<file path="src/rtl/motif_pkg.sv">
// ============================================================================
// Module      : motif_pkg
// Description : Motif codes shared with motif_classifier, and scheduler states.
// Revision    : 1.0 - initial release
// ============================================================================
`default_nettype none

package motif_pkg;

    localparam logic [3:0] MOTIF_STATIC   = 4'h0;
    localparam logic [3:0] MOTIF_RESERVED = 4'hF;
    localparam logic [3:0] MOTIF_ERR      = MOTIF_RESERVED;

    localparam logic [1:0] C_ST_IDLE  = 2'd0;
    localparam logic [1:0] C_ST_ISSUE = 2'd1;
    localparam logic [1:0] C_ST_WAIT  = 2'd2;
    localparam logic [1:0] C_ST_RESP  = 2'd3;

    typedef enum logic [1:0] {
        ST_IDLE  = C_ST_IDLE,
        ST_ISSUE = C_ST_ISSUE,
        ST_WAIT  = C_ST_WAIT,
        ST_RESP  = C_ST_RESP
    } sched_state_t;

endpackage

`default_nettype wire

</file>
<file path="src/rtl/motif_sched_if.sv">
// ============================================================================
// Module      : motif_sched_if
// Description : Request, classifier and response channels of motif_sched.
// Revision    : 1.0 - initial release
// ============================================================================
`default_nettype none

interface motif_sched_if #(
    parameter int NUM_REQ = 4,
    parameter int ID_W    = 2
);
    logic [NUM_REQ-1:0]    req_valid;
    logic [64*NUM_REQ-1:0] req_delta;
    logic [NUM_REQ-1:0]    req_ready;
    logic [63:0]           cls_delta;
    logic                  cls_delta_valid;
    logic [3:0]            cls_motif_id;
    logic                  cls_motif_valid;
    logic                  rsp_valid;
    logic                  rsp_ready;
    logic [ID_W-1:0]       rsp_id;
    logic [3:0]            rsp_motif;
    logic                  rsp_err;
    logic                  busy;
    logic [7:0]            err_count;

    // master is the scheduler; slave is the requester/classifier/consumer side
    modport master (
        input  req_valid, req_delta, cls_motif_id, cls_motif_valid, rsp_ready,
        output req_ready, cls_delta, cls_delta_valid, rsp_valid, rsp_id,
               rsp_motif, rsp_err, busy, err_count
    );

    modport slave (
        output req_valid, req_delta, cls_motif_id, cls_motif_valid, rsp_ready,
        input  req_ready, cls_delta, cls_delta_valid, rsp_valid, rsp_id,
               rsp_motif, rsp_err, busy, err_count
    );
endinterface

`default_nettype wire

</file>
<file path="src/rtl/motif_sched_rr_arbiter.sv">
// ============================================================================
// Module      : rr_arbiter
// Description : Combinational round-robin arbiter, searching up from last_grant+1.
// Revision    : 1.0 - initial release
// ============================================================================
`default_nettype none

module rr_arbiter #(
    parameter int NUM_REQ = 4,
    parameter int ID_W    = $clog2(NUM_REQ)
) (
    input  logic [NUM_REQ-1:0] req,
    input  logic [ID_W-1:0]    last_grant,
    output logic [NUM_REQ-1:0] grant,
    output logic [ID_W-1:0]    grant_idx,
    output logic               any_grant
);

    int w_pos;

    always_comb begin
        grant     = '0;
        grant_idx = '0;
        any_grant = 1'b0;
        w_pos     = 0;
        for (int k = 1; k <= NUM_REQ; k++) begin
            w_pos = (int'(last_grant) + k) % NUM_REQ;
            if (!any_grant && req[ID_W'(w_pos)]) begin
                grant[ID_W'(w_pos)] = 1'b1;
                grant_idx           = ID_W'(w_pos);
                any_grant           = 1'b1;
            end
        end
    end

endmodule

`default_nettype wire

</file>
<file path="src/rtl/motif_sched.sv">
// ============================================================================
// Module      : motif_sched
// Description : Round-robin sharing of one motif_classifier with timeout watchdog.
// Revision    : 1.0 - initial release
// ============================================================================
`default_nettype none

module motif_sched
    import motif_pkg::*;
#(
    parameter int NUM_REQ = 4,
    parameter int ID_W    = 2,
    parameter int TIMEOUT = 8
) (
    input  logic          clk,
    input  logic          rst_n,
    motif_sched_if.master bus
);

    sched_state_t       r_state;
    logic [ID_W-1:0]    r_last_grant;
    logic [7:0]         r_cnt;
    logic [NUM_REQ-1:0] w_grant;
    logic [ID_W-1:0]    w_grant_idx;
    logic               w_any;
    logic [63:0]        w_sel_delta;

    rr_arbiter #(
        .NUM_REQ (NUM_REQ),
        .ID_W    (ID_W)
    ) u_arb (
        .req        (bus.req_valid),
        .last_grant (r_last_grant),
        .grant      (w_grant),
        .grant_idx  (w_grant_idx),
        .any_grant  (w_any)
    );

    assign w_sel_delta   = bus.req_delta[int'(w_grant_idx)*64 +: 64];
    assign bus.req_ready = (r_state == ST_IDLE) ? w_grant : '0;
    assign bus.busy      = (r_state != ST_IDLE);

    always_ff @(posedge clk or negedge rst_n) begin
        if (!rst_n) begin
            r_state             <= ST_IDLE;
            r_last_grant        <= ID_W'(NUM_REQ - 1);
            r_cnt               <= '0;
            bus.cls_delta       <= '0;
            bus.cls_delta_valid <= 1'b0;
            bus.rsp_valid       <= 1'b0;
            bus.rsp_id          <= '0;
            bus.rsp_motif       <= MOTIF_STATIC;
            bus.rsp_err         <= 1'b0;
            bus.err_count       <= '0;
        end else begin
            bus.cls_delta_valid <= 1'b0;
            case (r_state)
                ST_IDLE: begin
                    // A grant is only ever given to a valid requester, so any grant is a handshake
                    if (w_any) begin
                        bus.cls_delta       <= w_sel_delta;
                        bus.cls_delta_valid <= 1'b1;
                        bus.rsp_id          <= w_grant_idx;
                        r_last_grant        <= w_grant_idx;
                        r_state             <= ST_ISSUE;
                    end
                end
                ST_ISSUE: begin
                    r_cnt   <= '0;
                    r_state <= ST_WAIT;
                end
                ST_WAIT: begin
                    if (bus.cls_motif_valid) begin
                        bus.rsp_motif <= bus.cls_motif_id;
                        bus.rsp_err   <= 1'b0;
                        bus.rsp_valid <= 1'b1;
                        r_state       <= ST_RESP;
                    end else if (r_cnt == 8'(TIMEOUT)) begin
                        bus.rsp_motif <= MOTIF_ERR;
                        bus.rsp_err   <= 1'b1;
                        bus.rsp_valid <= 1'b1;
                        if (bus.err_count != 8'hFF) begin
                            bus.err_count <= bus.err_count + 8'd1;
                        end
                        r_state <= ST_RESP;
                    end else begin
                        r_cnt <= r_cnt + 8'd1;
                    end
                end
                ST_RESP: begin
                    if (bus.rsp_ready) begin
                        bus.rsp_valid <= 1'b0;
                        r_state       <= ST_IDLE;
                    end
                end
                default: r_state <= ST_IDLE;
            endcase
        end
    end

endmodule

`default_nettype wire

</file>
<file path="src/flat_wrapper.sv">
// flat-port wrapper written by rule: the top's interface ports become plain ports
module motif_sched_flat import motif_pkg::*;
#(
    parameter int NUM_REQ = 4,
    parameter int ID_W    = 2,
    parameter int TIMEOUT = 8
)
  (clk, rst_n, bus_req_valid, bus_req_delta, bus_cls_motif_id, bus_cls_motif_valid, bus_rsp_ready, bus_req_ready, bus_cls_delta, bus_cls_delta_valid, bus_rsp_valid, bus_rsp_id, bus_rsp_motif, bus_rsp_err, bus_busy, bus_err_count);
  motif_sched_if #(.NUM_REQ(NUM_REQ), .ID_W(ID_W)) bus_i ();
  input  logic clk;
  input  logic rst_n;
  input wire logic [$bits(bus_i.req_valid)-1:0] bus_req_valid;
  input wire logic [$bits(bus_i.req_delta)-1:0] bus_req_delta;
  input wire logic [$bits(bus_i.cls_motif_id)-1:0] bus_cls_motif_id;
  input wire logic [$bits(bus_i.cls_motif_valid)-1:0] bus_cls_motif_valid;
  input wire logic [$bits(bus_i.rsp_ready)-1:0] bus_rsp_ready;
  output wire logic [$bits(bus_i.req_ready)-1:0] bus_req_ready;
  output wire logic [$bits(bus_i.cls_delta)-1:0] bus_cls_delta;
  output wire logic [$bits(bus_i.cls_delta_valid)-1:0] bus_cls_delta_valid;
  output wire logic [$bits(bus_i.rsp_valid)-1:0] bus_rsp_valid;
  output wire logic [$bits(bus_i.rsp_id)-1:0] bus_rsp_id;
  output wire logic [$bits(bus_i.rsp_motif)-1:0] bus_rsp_motif;
  output wire logic [$bits(bus_i.rsp_err)-1:0] bus_rsp_err;
  output wire logic [$bits(bus_i.busy)-1:0] bus_busy;
  output wire logic [$bits(bus_i.err_count)-1:0] bus_err_count;
  assign bus_i.req_valid = bus_req_valid;
  assign bus_i.req_delta = bus_req_delta;
  assign bus_i.cls_motif_id = bus_cls_motif_id;
  assign bus_i.cls_motif_valid = bus_cls_motif_valid;
  assign bus_i.rsp_ready = bus_rsp_ready;
  assign bus_req_ready = bus_i.req_ready;
  assign bus_cls_delta = bus_i.cls_delta;
  assign bus_cls_delta_valid = bus_i.cls_delta_valid;
  assign bus_rsp_valid = bus_i.rsp_valid;
  assign bus_rsp_id = bus_i.rsp_id;
  assign bus_rsp_motif = bus_i.rsp_motif;
  assign bus_rsp_err = bus_i.rsp_err;
  assign bus_busy = bus_i.busy;
  assign bus_err_count = bus_i.err_count;
  motif_sched #(.NUM_REQ(NUM_REQ), .ID_W(ID_W), .TIMEOUT(TIMEOUT)) u_core (.clk(clk), .rst_n(rst_n), .bus(bus_i));
endmodule
</file>
<file path="config.mk">
export PLATFORM = sky130hd
export DESIGN_NAME = motif_sched_flat
export DESIGN_NICKNAME = d
export VERILOG_FILES = /design/src/rtl/motif_pkg.sv /design/src/rtl/motif_sched_if.sv /design/src/rtl/motif_sched_rr_arbiter.sv /design/src/rtl/motif_sched.sv /design/src/flat_wrapper.sv
export SDC_FILE = /design/constraint.sdc
export NUM_CORES = 1
export LEC_CHECK = 0
export CELL_PAD_IN_SITES_DETAIL_PLACEMENT = 1
export CELL_PAD_IN_SITES_GLOBAL_PLACEMENT = 1
export CORE_MARGIN = 8
export CORE_UTILIZATION = 29
export CTS_CLUSTER_DIAMETER = 150
export DETAILED_ROUTE_END_ITERATION = 12
export PLACE_DENSITY = 0.88
export SLEW_MARGIN = 20
export SYNTH_ARGS = -nofsm -noshare
export SYNTH_HDL_FRONTEND = slang
export SYNTH_SLANG_ARGS = --single-unit
</file>
<file path="constraint.sdc">
create_clock -name clk -period 3.9 [get_ports clk]
set_input_delay 0.585 -clock clk [delete_from_list [all_inputs] [get_ports clk]]
set_output_delay 0.585 -clock clk [all_outputs]
set_load 0.01 [all_outputs]
</file>
# Word-level counts from Yosys, hierarchy flattened
# Index checks and enable logic that the tools add are counted.
# word_totals
reg_bits	93
latch_bits	0
ram_bits	0
rom_bits	0
input_bits	268
output_inout_bits	86
elab_cells	110
mem_count	0
# classes
n_addsub	6
n_mul	0
div	0
order_cmp	8
eq_ne	10
shifts	1
n_mux	50
n_bitwise	4
reduce_logical	21
# op_table
op	count
indexed part select 256 x 9 -> 64 bit	1
two-way mux 4 bit	7
two-way mux 1 bit	22
adder 8 x 1 -> 8 bit (second input constant)	2
less-than comparator 2 x 4 -> 1 bit (second input constant)	4
two-way mux 2 bit	8
two-way mux 8 bit	2
one-hot mux 8 bit (2 select lines)	1
OR 4 bit	3
AND reduction 3 bit	3
binary-select mux 1 bit (select 2 bit)	4
demux 1 bit (select 2 bit)	4
equality test 8 x 4 -> 1 bit (second input constant)	1
>= comparator 2 x 1 -> 1 bit (second input constant)	4
!= test 2 bit (second input constant)	4
!= test 8 bit (second input constant)	1
one-hot mux 2 bit (4 select lines)	1
nonzero test 2 bit	4
logical AND 1 bit	7
adder 2 x 1 -> 2 bit (second input constant)	2
adder 2 bit (second input constant)	2
equality test 2 bit (second input constant)	2
AND reduction 2 bit	2
AND reduction 4 bit	1
other kinds (6)	8

# Depth between registers and ports, before layout
# Gate-level depths: netlist (run 1).
# logic_depth
depth_word	16
depth_mapped	13
mapped_depth_nobuf	7

# Modules after synthesis
# A second synthesis (run 1) with hierarchy kept.
# unflattened
hier_cells	407
hier_area_um2	5934.4
# by_module_without_submodules
module	n_inst	cells_each	area_each_um2	seq_area_each_um2
motif_sched	1	354	5456.5	2329.7
rr_arbiter	1	53	478.0	0.0

# Least setup slack after synthesis (run 1)
# No wires, ideal clock.
# synth_path
path_kind	flip-flop to output port
startpoint	reg u_core.r_last_grant[0]
endpoint	out bus_req_ready[2]
t_arrival_ns	2.919
required_time_ns	3.315
slack_ns	0.396
stages_incl_launch_ff	12
n_path_buf	4
cell_sequence	dfstp_2 -> buf_6 -> inv_1 -> ha_1 -> clkbuf_1 -> mux4_2 -> buf_2 -> or3_1 -> clkbuf_1 -> a21oi_1 -> a22oi_1 -> a21oi_1
# synth_via
elab_chain_len	15
elab_cells_between_ends	53
cone_classes	add/sub: 4; order compare: 8; mux: 28; bitwise: 3; reduce/logical: 10
# synth_lines
element	line_no	source
start: declaration	motif_sched.sv:21	logic [ID_W-1:0] r_last_grant;
start signal: assignment	motif_sched.sv:46	r_last_grant <= ID_W'(NUM_REQ - 1);
start signal: assignment	motif_sched.sv:64	r_last_grant <= w_grant_idx;
branches (longest 13 deep; another with less-than comparator 2 x 4 -> 1 bit)	n/a	
two-way mux 4 bit (*)	motif_sched_rr_arbiter.sv:28	if (!any_grant && req[ID_W'(w_pos)]) begin
two-way mux 4 bit (*)	motif_sched.sv:40	assign bus.req_ready = (r_state == ST_IDLE) ? w_grant : '0;
end: declaration	flat_wrapper.sv:17	output wire logic [$bits(bus_i.req_ready)-1:0] bus_req_ready;
# Mark *: on every way between the ends. The select of a mux whose other input is x is not followed.

# Worst setup path after layout (run 1)
# layout_path
startpoint	in bus_req_valid[3]
endpoint	out bus_req_ready[3]
# layout_via
elab_chain_len	14
elab_cells_between_ends	29
cone_classes	mux: 20; bitwise: 3; reduce/logical: 6
# layout_lines
element	line_no	source
start: declaration	flat_wrapper.sv:12	input wire logic [$bits(bus_i.req_valid)-1:0] bus_req_valid;
binary-select mux 1 bit (select 2 bit)	motif_sched_rr_arbiter.sv:28	
two-way mux 1 bit (not written as such) (2 in series)	motif_sched_rr_arbiter.sv:28	
two-way mux 1 bit	motif_sched_rr_arbiter.sv:28	
zero test 1 bit	motif_sched_rr_arbiter.sv:28	
logical AND 1 bit	motif_sched_rr_arbiter.sv:28	
two-way mux 1 bit	motif_sched_rr_arbiter.sv:28	
zero test 1 bit	motif_sched_rr_arbiter.sv:28	
logical AND 1 bit	motif_sched_rr_arbiter.sv:28	
two-way mux 1 bit	motif_sched_rr_arbiter.sv:28	
zero test 1 bit	motif_sched_rr_arbiter.sv:28	
logical AND 1 bit	motif_sched_rr_arbiter.sv:28	
two-way mux 4 bit (*)	motif_sched_rr_arbiter.sv:28	
two-way mux 4 bit (*)	motif_sched.sv:40	
# Mark *: on every way between the ends. The rest lies on a longest branch, timed or not. The select of a mux whose other input is x is not followed.

==> results of run 1 <==
stage by stage:
stage	setup slack, ns	power (mW)	util (%)	cells	cell area, sq um
final	0.184	8.91	45.8	1477	11400
after global routing	0.0295	9.54	45.8	1477	11400
after CTS	0.0548	8.95	45.7	1476	11400
after detailed placement	0.0459	7.92	44.4	1460	11000
after global placement	0.0516	7.69	44.4	1460	11000
after floorplan	0.396	5.53	-	859	7250
state kept, by name (all words and copies together) (netlist names):
signal / count
u_core.bus.cls_delta: 64
u_core.bus.cls_delta_valid: 1
u_core.bus.rsp_err: 1
u_core.bus.rsp_valid: 1
u_core.bus.rsp_id: 2
u_core.bus.rsp_motif: 4
u_core.bus.err_count: 8
u_core.r_last_grant: 2
u_core.r_cnt: 8
u_core.r_state: 2
worst max path at each step:
stage / startpoint / end / slack, ns
2_1_floorplan: u_core.r_last_grant[0] / bus_req_ready[2] / 0.40
3_3_place_gp: bus_req_valid[2] / u_core.bus.cls_delta[60] / 0.05
3_5_place_dp: bus_req_valid[2] / u_core.bus.cls_delta[60] / 0.05
4_1_cts: u_core.r_last_grant[0] / bus_req_ready[3] / 0.05
5_1_grt: u_core.r_last_grant[0] / bus_req_ready[2] / 0.03
6_report: bus_req_valid[3] / bus_req_ready[3] / 0.18
layout make-up:
class                           instances  area [sq um]  share of cell area (%)
Clock buffer                           10           229                    2.01
Inverter                              137           514                    4.51
Clock inverter                          6          93.8                   0.824
Tap cell                              330           413                    3.62
Multi-Input combinational cell        525          4000                    35.1
Timing Repair Buffer                  375          3810                    33.4
Sequential cell                        93          2330                    20.5
Antenna cell                            1          2.50                  0.0220
Yosys cell counts, types with 5 or more instances:
cell	n	area [sq um]
a221oi_1	65	569
a2111oi_2	34	510
ha_1	15	188
buf_2	14	70.1
buf_4	6	45.0
a21oi_1	9	45.0
nor2b_1	5	31.3
clkbuf_1	74	278
buf_6	6	67.6
o31ai_1	65	488
xnor2_1	8	70.1
nand4_1	8	50.1
nor4_1	128	801
a2111oi_0	31	272
dfrtp_1	91	2280
nor2_1	17	63.8
xor2_1	5	43.8
o21ai_0	11	55.1
nand2_1	79	297
and3_1	5	31.3
inv_1	137	514
cells in the final DEF, fill, tap and decap left out, types with 2 or more instances in the layout:
cell               n
clkdlybuf4s50_1  352
inv_1            137
nor4_1           128
dfrtp_1           91
nand2_1           79
a221oi_1          65
o31ai_1           65
a2111oi_2         35
a2111oi_0         30
nor2_1            17
ha_1              14
buf_4             14
o21ai_0           11
clkbuf_16          9
buf_12             9
nand4_1            8
xnor2_1            8
a21oi_1            7
nor2b_1            5
and3_1             5
xor2_1             5
o22a_1             4
mux2_2             4
mux4_2             4
a22oi_1            4
o21a_1             3
or3_1              2
o21ai_4            2
mux2i_1            2
nand3_1            2
inv_6              2
bufinv_16          2
dfstp_2            2
power groups by stage:
| stage | registers [mW] | logic [mW] | clock network [mW] |
|---|---|---|---|
| global route | 1.68 | 6.80 | 1.06 |
| global placement | 1.62 | 6.07 | 0 |
| floorplan | 1.80 | 3.73 | 0 |
| finish | 1.63 | 6.27 | 1.00 |
| CTS | 1.64 | 6.28 | 1.03 |
| detailed placement | 1.65 | 6.27 | 0 |
metal layers:
layer | global-route usage (%) | up-vias
li1 | - | 3833
met1 | 25.9 | 4065
met2 | 34.0 | 334
met3 | 6.08 | 74
met4 | 9.44 | 4
met5 | 0 | -
what timing repair did:
item / CTS / global route
buffers inserted: 0 / 0
endpoints found under the setup margin: 0 / 3
endpoints found under the hold margin: 0 / 0
resized for setup: 0 / 3
kinds of logic after synthesis:
group	synth area share (%)
and+or+nand+nor	18.5
adders and majority gates	2.59
xor gates and xnor gates	1.57
DFF	32.1
AOI/OAI and AO/OA	29.2
muxes	2.35
buffers and inverters	13.7
==> run summary, run 1 <==
Worst EP arrival: 3.13 ns
Actual slew at the worst max-slew pin: 1.12 ns
Switching pwr: 4.32 mW
Grt ovf: 0
Comb power frac: 70.4%
Dpl hpwl: 23.7 mm
Die width: 174 microns
# H-tree levels: 3
Latest clock arrival within the worst-skew pair: 0.35 ns
Setup crit end kind: output port
Syn_nets: 1142
Clk_skew: 0.0114 ns
CP max stage cell: clkdlybuf4s50_1
DRC errors left: 0
Share of cells above drive strength 1: 8.29%
CP Depth: 7
HP Class: in2async
Mapped Area: 7250 sq um
CP delay by family, top: buffers and inverters
Vias in the first global route: 8900
F_max: 269 MHz
Final max-slew violation count: 0
Period minus WS final: 3.72 ns
Cell count after synthesis: 859
Worst path cell trace: clkdlybuf4s50_1, mux4_2, or3_1, a21oi_2, a22oi_1, a21oi_1, clkdlybuf4s50_1
Flop-to-flop setup slack: 0.40 ns
Critical Path RT: 3.31 ns
Synth warn: 0
Vias per cell: 5.63
Post-synthesis area per instance: 8.44 sq um
Placer Congestion: 0.826
Crit start category: input pin
Iteration-0 DRC Markers: 564
Cts bufs inserted: 9
Fill cells: 2866
Largest net degree at the start of global routing: 129
Flops & latches, synth: 93
Area delta synth->final: 57.2%
All-Layer GR Usage: 21.2%
R2R depth: 9
First-pass GRT wire length: 51.7 mm
Final worst path period share: 95.3%
Initial DRT Pass Iterations: 4
Critical path peak fanout: 7
Reg power frac: 18.3%
DR vias: 8310
Max Root-Sink Buffers: 2
Initial antenna violation count: 3
Post-synth EDFFs: 0
Library cells used by synthesis: 46
Hold Buf Count CTS: 0
CTS Sinks: 93
Met1 WL: 13.7 mm
Quantity of I/O buffers inserted on ports: 353
Clock Tree Root: clkbuf_16
Reg2reg end: u_core.bus.cls_delta[60]
Critical Path Most Common Cell: clkdlybuf4s50_1
Post-route ant nets: 0
DR WL met2: 15.7 mm
Nets@finish: 1424
Initial Util: 29.1%
Max VDD drop: 0.688 mV
Reg2reg start: u_core.r_last_grant[0]
CP bufs+invs: 2
Seq/Total Area, Yosys: 32.1%
Routed length on met3: 2.43 mm
Wire length per cell: 22.4 microns
Die Ht: 174 microns
Top FF cell, synth: dfrtp_1
Top routing layer in use: met5
Setup violations, final: 0
Cell Int Power: 4.59 mW
Clock share of power: 11.2%
Asr flop ratio synth: 100%
Slew HR: 24.9%
Boundary Pins: 354
Leakage: 4.61 nW
Setup CP Type: in2out
Status: finished clean
Clock transition at the registers of the reported paths: 0.08 ns
Fin Setup TNS: 0 ns
Routed wire length: 33.1 mm
FP Rows: 58
Final hold vios: 0
Maxcap violations: 0
Sw frac: 48.5%
WHS: 0.363 ns
Core area: 24900 sq um
Cell area power density: 782 nW/um^2
TritonCTS clock tree: yes
Max stage delay on crit path: 0.57 ns
RSZ-0062 raised after global routing: no
Full die area: 30300 sq um
Power figures use the tool's default switching activity.
==> inputs of run 2 (changes only) <==
--- a/config.mk
+++ b/config.mk
@@ -12,6 +12,7 @@
 export CTS_CLUSTER_DIAMETER = 150
 export DETAILED_ROUTE_END_ITERATION = 12
 export PLACE_DENSITY = 0.88
+export SKIP_LAST_GASP = 1
 export SLEW_MARGIN = 20
 export SYNTH_ARGS = -nofsm -noshare
 export SYNTH_HDL_FRONTEND = slang
==> results of run 2 <==
The final DEF is identical to that of run 1; final timing and power are the same.
==> inputs of run 3 (changes only) <==
--- a/config.mk
+++ b/config.mk
@@ -5,10 +5,11 @@
 export SDC_FILE = /design/constraint.sdc
 export NUM_CORES = 1
 export LEC_CHECK = 0
+export ABC_AREA = 1
 export CELL_PAD_IN_SITES_DETAIL_PLACEMENT = 1
 export CELL_PAD_IN_SITES_GLOBAL_PLACEMENT = 1
 export CORE_MARGIN = 8
-export CORE_UTILIZATION = 29
+export CORE_UTILIZATION = 27
 export CTS_CLUSTER_DIAMETER = 150
 export DETAILED_ROUTE_END_ITERATION = 12
 export PLACE_DENSITY = 0.88
==> run 3 against run 2 <==
Net effect:
- setup slack improved by 0.058 ns
- core utilization is 2.5 points lower
- global-route usage decreased by 1.7 points
- critical path type is now reg2out
- largest power group unchanged
- synthesized cell count is 27% higher
- wire length is 6.7% lower
- fmax grew 1.6%
- cell count up 19%
- clock power down 9%
==> run summary, run 3 <==
Top-area cell type share of the netlist area: 32.7% (+1.3 points)
Clock Tree Root: clkbuf_16
Setup violations, final: 0 (unchanged)
RSZ-0062 raised after global routing: no
Cell count after synthesis: 1089 (+27%)
Period minus WS final: 3.66 ns (-0.0582 ns)
Fin Setup TNS: 0 ns (unchanged)
Post-route ant nets: 0 (unchanged)
Asr flop ratio synth: 100% (unchanged)
Grt ovf: 0 (unchanged)
CP max stage cell: dfstp_2
Initial DRT Pass Iterations: 6 (+2)
CP startpoint: u_core.r_last_grant[1]
Crit start category: flop
Commonest non-fill, non-tap cells in the layout: clkdlybuf4s50_1, nand2_1, nand3_1
DRC errors left: 0 (unchanged)
Cts bufs inserted: 9 (unchanged)
Die width: 177 microns (+1.5%)
Die Ht: 177 microns (+1.5%)
Max stage delay on crit path: 0.62 ns (+0.05 ns)
Reg2reg start: u_core.r_last_grant[1]
R2R depth: 16 (+7)
Top-count cell post-synth: nand2_1
Library cells used by synthesis: 34 (-26%)
Tot Pwr: 9.37 mW (+5.2%)
Final hold vios: 0 (unchanged)
Actual slew at the worst max-slew pin: 0.642 ns (-0.480 ns)
First-pass GRT wire length: 48.6 mm (-6.1%)
CTS Sinks: 93 (unchanged)
Max VDD drop: 0.962 mV (+40%)
Syn_nets: 1372 (+20%)
F_max: 273 MHz (+1.6%)
Worst EP arrival: 3.07 ns (-0.06 ns)
Quantity of I/O buffers inserted on ports: 353 (unchanged)
Largest regs: u_core.bus.cls_delta (64), u_core.bus.err_count (8), u_core.r_cnt (8)
Clock transition at the registers of the reported paths: 0.08 ns (about the same)
Worst path cell trace: inv_1, ha_4, inv_1, nand2_1, nand2_2, nor2_2, inv_2, o31ai_1, a21oi_1, a21oi_1, clkdlybuf4s50_1
Full die area: 31200 sq um (+3.0%)
Fill cells: 3293 (+15%)
Setup crit end kind: output port
Initial antenna violation count: 3 (unchanged)
Maxcap violations: 0 (unchanged)
Dpl hpwl: 24.5 mm (+3.2%)
Core area: 25700 sq um (+3.2%)
Most common cell after layout, fill and taps aside: clkdlybuf4s50_1
Largest register FFs: 64 (unchanged)
Post-synthesis area per instance: 6.40 sq um (-24%)
CP delay by family, top: buffers and inverters
Initial Util: 27.1% (-2.0 points)
Non-Filler Instances: 1756 (+19%)
DR vias: 8054 (-3.1%)
Final max-slew violation count: 0 (unchanged)
Boundary Pins: 354 (unchanged)
CP Depth: 11 (+4)
Synth area leader: dfrtp_1
Placed cell count: 1738 (+19%)
WHS: 0.240 ns (-0.123 ns)
Post-CTS setup buffer count: 0 (unchanged)
Iteration-0 DRC Markers: 382 (-32%)
Top cells by area, synth: dfrtp_1, nand3_1, nand2_1
Setup CP Type: reg2out
Critical path peak fanout: 9 (+2)
Latest clock arrival within the worst-skew pair: 0.35 ns (about the same)
# H-tree levels: 3 (unchanged)
Vias in the first global route: 8914 (+0.16%)
Max Root-Sink Buffers: 2 (unchanged)
Mapped Area: 6970 sq um (-3.8%)
Seq/Total Area, Yosys: 33.4% (+1.3 points)
Wire length per cell: 17.6 microns (-22%)
Area post-placement: 10800 sq um (-2.3%)
Largest net degree at the start of global routing: 160 (+24%)
Synth warn: 0 (unchanged)
Routed wire length: 30.9 mm (-6.7%)
Area delta synth->final: 59.3%
Top FF cell, synth: dfrtp_1
Vias per cell: 4.59 (-18%)
CP bufs+invs: 4 (+2)
Nets@finish: 1697 (+19%)
Share of cells above drive strength 1: 4.02% (-4.3 points)
Largest Register: u_core.bus.cls_delta
Clk_skew: 0.0129 ns (+0.00141 ns)
Leakage: 5.56 nW (+21%)
Post-synth EDFFs: 0 (unchanged)
Final worst path period share: 93.8% (-1.5 points)
Status: finished clean
HP Class: in2async
Synth cell count leaders: nand2_1, nand3_1, inv_1, dfrtp_1, or2_1
Area of the multi-input gates: 3580 sq um (-11%)
Flops & latches, synth: 93 (unchanged)
All-Layer GR Usage: 19.5% (-1.7 points)
TritonCTS clock tree: yes
Slew HR: 57.2% (+32 points)
Cell area power density: 844 nW/um^2 (+8.0%)
Register area: 2330 sq um (unchanged)
FP Rows: 59 (+1.7%)
Finished Cell Area: 11100 sq um (-2.5%)
Placer Congestion: 0.860 (+4.0%)
Critical Path RT: 3.31 ns (about the same)
run 3: cell count changes in the layout (fill, tap and decap cells not counted), sizes merged, moves of 7 or more:
| cell | change |
|---|---|
| buf | -7 |
| nand2 | +236 |
| inv | +80 |
| or2 | +80 |
| nor2 | +10 |
| a221oi | -65 |
| nor4 | -128 |
| nand3 | +236 |
| a2111oi | -65 |
| o31ai | -63 |
run 3: final cells by class:
cell class,count,share of cell area [%]
diodes,2,0.0451
clock buffers,9,2.03
clock inverters,7,0.597
inverters,216,7.30
multi-input cells,726,32.2
flip-flops and latches,93,21.0
well taps,335,3.78
repair buffers,368,33.0
run 3: logic make-up after synthesis:
kind of cell | synth area share (%)
adder cells (fa/ha/maj) | 2.69
XOR/XNOR | 1.01
AND/OR/NAND/NOR | 44.0
AO/OA/AOI/OAI | 2.98
multiplexers | 0.162
flip-flops | 33.4
buffers and inverters | 15.7
run 3: timing repair:
action,CTS,global route
setup endpoints to repair,0,2
hold buffers,0,0
endpoints found under the hold margin,0,0
resized for setup,0,1
run 3: final timing paths:
kind | endpoint | slack, ns
worst max register to register | u_core.bus.cls_delta[12] | 0.84
max in group asynchronous | u_core.bus.cls_delta[5] | 2.81
worst max-delay path | bus_req_ready[3] | 0.24
worst min-delay path | u_core.bus.cls_delta[36] | 0.24
min in group clk | u_core.bus.cls_delta[45] | 0.49
worst min register to register | u_core.bus.cls_delta[45] | 0.49
run 3: metal layers:
layer / wire (microns) / global-route usage, %
met5: 13 / 0
met4: 726 / 5.81
met3: 2420 / 6.68
met2: 15200 / 34.4
met1: 12500 / 21.8
run 3: where the power goes:
group / total, mW / leakage [nW] / internal (mW) / switching (mW)
clock network: 0.908 / 0.138 / 0.451 / 0.457
registers: 1.69 / 1.17 / 1.41 / 0.274
logic: 6.78 / 4.26 / 2.62 / 4.16
run 3: worst reg2reg max path: cells and delay by family, from the launching register on:
family / cells / cell delay, ns
buffers and inverters: 4 / 0.83
and+or+nand+nor: 11 / 1.14
adders and majority gates: 1 / 0.35
DFF: 1 / 0.62
run 3: metrics by stage:
step	utilization (%)	setup slack (ns)
floorplan	-	1.34
global placement	42.0	0.697
detailed placement	42.0	0.565
CTS	43.2	0.181
global route	43.2	0.0599
finish	43.2	0.242
